==> src/rtl/burst_ram_pkg.sv <==
// Shared definitions for the burst RAM: state encoding, beat width,
// command encodings and the byte-mask merge helper.
package burst_ram_pkg;

    localparam int BEAT_WIDTH = 64;
    localparam int BEAT_BYTES = BEAT_WIDTH / 8;

    localparam logic CMD_READ  = 1'b0;
    localparam logic CMD_WRITE = 1'b1;

    typedef enum logic [2:0] {
        INIT,
        IDLE,
        WRITE,
        READ_WAIT,
        READ
    } state_e;

    // A set mask bit keeps the old byte.
    function automatic logic [BEAT_WIDTH-1:0] merge_beat(
        input logic [BEAT_WIDTH-1:0] old_word,
        input logic [BEAT_WIDTH-1:0] new_word,
        input logic [BEAT_BYTES-1:0] mask
    );
        logic [BEAT_WIDTH-1:0] r;
        r = old_word;
        for (int i = 0; i < BEAT_BYTES; i++) begin
            if (!mask[i]) begin
                r[8*i +: 8] = new_word[8*i +: 8];
            end
        end
        return r;
    endfunction

endpackage

==> src/rtl/burst_ram.sv <==
// Burst-oriented 64-bit RAM with an init phase, fixed-length write and
// read bursts, and a programmable first-beat read latency.
module burst_ram
    import burst_ram_pkg::*;
#(
    parameter int DEPTH_BITWIDTH = 4,
    parameter int BURST_COUNT    = 4,
    parameter int READ_LATENCY   = 3,
    parameter int INIT_CYCLES    = 8
) (
    input  logic                      clk,
    input  logic                      rst,
    input  logic                      cmd,
    input  logic                      cmd_en,
    input  logic [DEPTH_BITWIDTH-1:0] addr,
    input  logic [BEAT_WIDTH-1:0]     wr_data,
    input  logic [BEAT_BYTES-1:0]     data_mask,
    output logic [BEAT_WIDTH-1:0]     rd_data,
    output logic                      rd_data_ready,
    output logic                      busy,
    output logic                      init_calib
);

    localparam int DEPTH = 1 << DEPTH_BITWIDTH;

    logic [BEAT_WIDTH-1:0] mem [DEPTH];

    state_e                    state_q;
    state_e                    state_d;
    logic [15:0]               init_cnt;
    logic [15:0]               beat_q;
    logic [15:0]               lat_q;
    logic [DEPTH_BITWIDTH-1:0] ptr_q;
    logic [DEPTH_BITWIDTH-1:0] wr_addr;
    logic                      accept;
    logic                      init_done;
    logic                      last_wr;
    logic                      wr_en;
    logic                      rd_en;
    logic [BEAT_WIDTH-1:0]     wr_word;
    logic [BEAT_WIDTH-1:0]     rd_word;

    always_comb begin
        accept    = (state_q == IDLE) && cmd_en;
        init_done = (init_cnt + 16'd1) >= 16'(INIT_CYCLES);
        last_wr   = (beat_q + 16'd1) >= 16'(BURST_COUNT);
        wr_en     = 1'b0;
        rd_en     = 1'b0;
        wr_addr   = ptr_q;
        state_d   = state_q;
        unique case (state_q)
            INIT: begin
                if (init_done) state_d = IDLE;
            end
            IDLE: begin
                if (accept) begin
                    if (cmd == CMD_WRITE) begin
                        wr_en   = 1'b1;
                        wr_addr = addr;
                        state_d = (BURST_COUNT > 1) ? WRITE : IDLE;
                    end else begin
                        state_d = READ_WAIT;
                    end
                end
            end
            WRITE: begin
                wr_en = 1'b1;
                if (last_wr) state_d = IDLE;
            end
            READ_WAIT: begin
                if (lat_q >= 16'(READ_LATENCY)) begin
                    rd_en   = 1'b1;
                    state_d = READ;
                end
            end
            READ: begin
                if (beat_q < 16'(BURST_COUNT)) rd_en = 1'b1;
                else state_d = IDLE;
            end
            default: state_d = INIT;
        endcase
    end

    assign wr_word = merge_beat(mem[wr_addr], wr_data, data_mask);
    // Same-cycle write to the word being read forwards the new data.
    assign rd_word = (wr_en && wr_addr == ptr_q) ? wr_word : mem[ptr_q];
    assign busy    = (state_q != IDLE);

    always_ff @(posedge clk) begin
        if (wr_en) mem[wr_addr] <= wr_word;
    end

    always_ff @(posedge clk or negedge rst) begin
        if (!rst) state_q <= INIT;
        else      state_q <= state_d;
    end

    always_ff @(posedge clk or negedge rst) begin
        if (!rst) begin
            rd_data       <= '0;
            rd_data_ready <= 1'b0;
            init_calib    <= 1'b0;
            init_cnt      <= '0;
            beat_q        <= '0;
            lat_q         <= '0;
            ptr_q         <= '0;
        end else begin
            rd_data_ready <= rd_en;
            if (rd_en) rd_data <= rd_word;
            case (state_q)
                INIT: begin
                    init_cnt <= init_cnt + 16'd1;
                    if (init_done) init_calib <= 1'b1;
                end
                IDLE: begin
                    if (accept) begin
                        lat_q <= 16'd1;
                        if (cmd == CMD_WRITE) begin
                            beat_q <= 16'd1;
                            ptr_q  <= addr + DEPTH_BITWIDTH'(1);
                        end else begin
                            beat_q <= 16'd0;
                            ptr_q  <= addr;
                        end
                    end
                end
                WRITE: begin
                    beat_q <= beat_q + 16'd1;
                    ptr_q  <= ptr_q + DEPTH_BITWIDTH'(1);
                end
                READ_WAIT: begin
                    if (rd_en) begin
                        beat_q <= 16'd1;
                        ptr_q  <= ptr_q + DEPTH_BITWIDTH'(1);
                    end else begin
                        lat_q <= lat_q + 16'd1;
                    end
                end
                READ: begin
                    if (rd_en) begin
                        beat_q <= beat_q + 16'd1;
                        ptr_q  <= ptr_q + DEPTH_BITWIDTH'(1);
                    end
                end
                default: ;
            endcase
        end
    end

endmodule
==> config.mk <==
export PLATFORM = sky130hd
export DESIGN_NAME = burst_ram
export DESIGN_NICKNAME = d
export VERILOG_FILES = /design/src/rtl/burst_ram_pkg.sv /design/src/rtl/burst_ram.sv
export SDC_FILE = /design/constraint.sdc
export NUM_CORES = 2
export LEC_CHECK = 0
export BUFFER_PORTS_ARGS = -buffer_cell sky130_fd_sc_hd__buf_2
export CORE_UTILIZATION = 40
export CTS_CLUSTER_DIAMETER = 150
export DETAILED_ROUTE_END_ITERATION = 10
export GPL_TIMING_DRIVEN = 1
export SLEW_MARGIN = 0
export SYNTH_ARGS = -nofsm -noshare
export SYNTH_HDL_FRONTEND = slang
export SYNTH_SLANG_ARGS = --single-unit
==> constraint.sdc <==
create_clock -name clk -period 7.6 [get_ports clk]
set_clock_uncertainty 0.2 [all_clocks]
set_input_delay 0.76 -clock clk [delete_from_list [all_inputs] [get_ports clk]]
set_output_delay 0.76 -clock clk [all_outputs]
set_load 0.05 [all_outputs]
# == Word-level counts from Yosys, hierarchy flattened ==
# Memory sizes are Yosys's and may differ from the RTL's. A register that Yosys moved wholly into a read port is not among the register bits.
# Index checks and enable logic that the tools add are counted.
# W data, S select, Z words.
# op_classes
addsub,5
magnitude_cmp,4
eq_ne,14
mux,38
n_reduce_logical,12
# op_table
cell,n
$mux W16,5
$mux W8,8
$pmux W16 S4,1
$add A16 B1 Y16 const B,3
$pmux W16 S2,1
$mux W4,6
$ge A16 B2 Y1 const B,1
$ge A16 B3 Y1 const B,1
$ge A16 B4 Y1 const B,1
$lt A16 B3 Y1 const B,1
$ne A2 B2 Y1 const B,8
$mux W3,5
$pmux W3 S5,1
$pmux W4 S3,1
$add A4 B1 Y4 const B,2
$mux W1,8
$eq A3 B2 Y1 const B,2
$reduce_and A3 Y1,2
$reduce_and A5 Y1,1
$pmux W1 S2,2
$reduce_and A4 Y1,1
$reduce_bool A4 Y1,1
$eq A3 B1 Y1 const B,1
$eq A3 B3 Y1 const B,1
other kinds (9),9
# word_totals
regBits,57
ram_bits,1024
inputBits,80
output_inout_bits,67
wordCells,81
memories,1
# memory_table
memory,depth,width,rd,rd_ports_with_merged_regs,write_ports,line_no,rtl
mem,16,64,2,1,1,burst_ram.sv:26,logic [BEAT_WIDTH-1:0] mem [DEPTH];

# == Longest topological paths before layout ==
# depth
depth_word,6
mapped_depth,10
ltp_nobuf,7

# == Least setup slack after synthesis ==
# OpenSTA, ideal clock, no wires.
# synth_timing
path_kind,in2reg
start,input port cmd_en
end,memory mem[3][0] (enable)
setup_time_ps,565
arrival_time_ps,6298
t_required_ps,6835
path_slack_ps,537
cell_stages,8
n_path_buf,3
cell_sequence,and4bb_1 > buf_4 > nand2_4 > or3_1 > o31a_1 > buf_2 > buf_4 > nor3_1
# synth_between
elab_chain_cells,5
elab_cells_between_ends,7
cone_classes,6 x mux; 1 x reduce/logical
# synth_rtl
item,line_no,rtl
"start, declared",burst_ram.sv:14,"input logic cmd_en,"
$logic_and A1 B1 Y1 (*),burst_ram.sv:44,accept = (state_q == IDLE) && cmd_en;
$mux W1,burst_ram.sv:56,if (accept) begin
$pmux W1 S2,burst_ram.sv:51,unique case (state_q)
$mux W1,burst_ram.sv:90,if (wr_en) mem[wr_addr] <= wr_word;
$mux W1 (implied by the code),burst_ram.sv:90,
"end, declared",burst_ram.sv:26,
# Mark *: on every way between the ends. The rest lies on a longest branch, timed or not.

# == Final worst setup path ==
# layout_timing
start,register ptr_q[0]
end,memory mem[2][56] (data pin)
# layout_between
elab_chain_cells,5
# layout_rtl
item,line_no,rtl
"start, declared",burst_ram.sv:33,logic [DEPTH_BITWIDTH-1:0] ptr_q;
"start signal, assigned",burst_ram.sv:120,ptr_q <= addr + DEPTH_BITWIDTH'(1);
"start signal, assigned",burst_ram.sv:123,ptr_q <= addr;
"start signal, assigned",burst_ram.sv:129,ptr_q <= ptr_q + DEPTH_BITWIDTH'(1);
$mux W4,burst_ram.sv:57,if (cmd == CMD_WRITE) begin
$mux W4,burst_ram.sv:56,
$mux W4 (*),burst_ram.sv:51,
$mem_v2 Z16 W64 (*),n/a,
$mux W8 (*),burst_ram_pkg.sv:28,if (!mask[i]) begin
net wr_word[56],burst_ram.sv:40,logic [BEAT_WIDTH-1:0] wr_word;
# Mark *: on every way through the listed nets, which the timed path passes. The rest lies on a longest branch.

==> results.md <==
* Outcome: finished, final reports clean
* Chip height at 371 um
* Routed wire length at 172 mm
* Hpwl dp at 86.4 mm
* Pre-CTS WS at 1.89 ns
* First-pass GRT wire length at 249 mm
* Vias/cell at 6.52
* Avg Cell Area, Syn at 15.5 sq um
* Final period util at 73.4%
* Setup violations, final at 0
* Initial drt markers at 4,574
* Synth area leader: edfxtp_1
* HP Start: cmd_en
* Worst rel slew slack at 10.5%
* Final hold vios at 0
* Cts bufs inserted at 120
* Die W at 371 um
* Wire per inst at 31.7 um
* Switching share of power at 37.7%
* Most common cell in the synthesized netlist: edfxtp_1
* TritonRoute pass-1 iters at 5
* Static leakage at 19.6 nW
* Required time worst endpoint at 7.75 ns
* Setup Buffers After CTS at 0
* Clk slew on worst S/H paths at 0.06 ns
* Seq/Total Area, Yosys at 62.0%
* GRT overflow at 0
* Synth top area share at 56.4%
* Fmax at 179 MHz
* Crit path max fanout at 75
* Final GP Congestion at 0.770
* Max-slew violations at 0
* Peak supply drop at 345 uV
* Initial antenna violation count at 7
* P&R area growth vs syn at 12.2%
* Comb power frac at 40.4%
* Primary FF master, synth: edfxtp_1
* Minimum clock period at 5.58 ns
* Placed Area at 57,200 sq um
* Internal at 0.0153 W
* EDFF count, synth at 1,024
* Fin nets at 3,632
* Worst-Skew Late Latency at 0.75 ns
* Least-Margin Pin Slew at 1.33 ns
* # port buffers at 146
* Row count at 135
* CTS root buf: clkbuf_16
* Hold Worst Slack at 0.214 ns
* Drt drc at 0
* Power per cell area at 402 nW/um^2
* RR Startpoint: ptr_q[0]
* Ys Warns at 0
* Area of the mapped netlist at 54,500 sq um
* Sequential Power Share at 35.6%
* Final Core Density at 45.2%
* Layout cells sized above 1 at 28.0%
* Seq cells post-synth at 1,145
* Depth of the CTS H-tree at 3
* Kind of critical path: reg2reg
* Largest net degree at the start of global routing at 130
* Top-Level Pins at 147
* CTS tree: done
* Setup crit end kind: flip-flop
* Largest cells by area after synthesis: edfxtp_1 56%, mux4_2 16%, dfrtp_1 5.6%
* Syn Nets at 3,591
* Vias in the first global route at 35,400
* Unrepaired setup endpoints after global routing: no
* P_sw at 0.00927 W
* Leading cell types by count after synthesis: 1,024 x edfxtp_1, 384 x mux4_2, 239 x nand2_1, 222 x o21ai_0, 210 x a21oi_1
* Sum Neg Setup Slack at 0 ns
* CTS sink count at 1,145
* Max Cap Viol at 0
* Crit path launch: ptr_q[0]
* Core Area at 135,000 sq um
* Starting density of the core at 40.3%
* Critical Path AT at 5.73 ns
* Clock share of power at 24.0%
* Hold Path Class: in2reg
* Final instance area at 61,100 sq um
* Gr usage total at 24.9%
* Netlist cell types at 76
* Maximum root-to-sink buffer count at 3
* Die Area at 138,000 sq um
* Setup WS post-layout at 2.02 ns
* Vias at 35,400
* Routed Antenna Nets at 0
* FFs w/ async S/R, synth at 10.6%
* Synthesized netlist cell count at 3,505
* Crit start category: flip-flop
-- metal layers --
layer  GRT usage (%)  wire, um
met1            34.2     67700
met5               0         0
met2            39.9     81300
met3            4.31     17100
met4            8.50      6010
-- worst max-delay path: stages, from the launching register on --
cell	delay [ns]
dfrtp_4	1.01
inv_1	0.38
a21oi_4	0.21
buf_4	0.70
buf_4	1.00
o21ai_0	0.18
a21oi_1	0.19
a2111oi_0	0.11
a41oi_1	1.14
-- final timing paths --
check | endpoint | slack [ns] | cells past startpoint
min in group asynchronous | rd_data[58] | 0.44 | 2
max in group asynchronous | ptr_q[1] | 5.26 | 3
worst min register to register | init_calib | 0.25 | 1
worst min-delay path | state_q[0] | 0.21 | 4
worst max register to register | mem[2][56] | 2.02 | 8
worst max-delay path | mem[2][56] | 2.02 | 8
-- kinds of logic after synthesis --
kind of cell / synth area share [%]
DFF: 62.0
and+or+nand+nor: 6.46
AOI/OAI and AO/OA: 9.73
muxes: 18.7
xor gates and xnor gates: 0.386
buffers and inverters: 2.62
adders and majority gates: 0.138
-- power by group through the flow --
| stage | Combinational, W | Clock, W | Sequential [W] |
|---|---|---|---|
| floorplan | 0.00633 | 0 | 0.00916 |
| global placement | 0.00980 | 0 | 0.00884 |
| detailed placement | 0.00985 | 0 | 0.00886 |
| CTS | 0.00987 | 0.00598 | 0.00873 |
| global route | 0.0104 | 0.00620 | 0.00881 |
| finish | 0.00994 | 0.00590 | 0.00874 |
-- flip-flops by register name, summed over array words and instances, names as in the netlist --
name,cells
mem,1024
state_q,3
beat_q,16
init_cnt,16
lat_q,16
rd_data_ready,1
init_calib,1
ptr_q,4
rd_data,64
-- what timing repair did --
item	in CTS	in global routing
hold buffers	1	0
endpoints found under the hold margin	76	0
gates resized for setup	0	0
-- cell usage in the layout (no fill, tap or decap), drive strengths merged, types with 121 or more instances in the layout --
master | netlist | layout
a21oi | 210 | 210
buf | 139 | 233
clkbuf | 176 | 147
dfrtp | 121 | 121
edfxtp | 1024 | 1024
mux2 | 128 | 128
mux4 | 384 | 384
nand2 | 241 | 241
nand3 | 208 | 208
nor2 | 123 | 123
o21ai | 225 | 225
-- layout make-up --
cell class / instances / area, sq um
fill: 11600 / 74200
sequential: 1145 / 33800
multi-input combinational: 2038 / 19600
clock buffer: 147 / 3140
tap: 1781 / 2230
timing repair buffer: 234 / 1560
clock inverter: 80 / 790
inverter: 7 / 31.3
antenna: 2 / 5.00
-- stage by stage --
stage               power (W)  cells
floorplan              0.0155   3505
global route           0.0255   5434
CTS                    0.0246   5432
detailed placement     0.0187   5204
global placement       0.0186   5204
finish                 0.0246   5434
No activity file was read; power rests on OpenSTA's default activity.
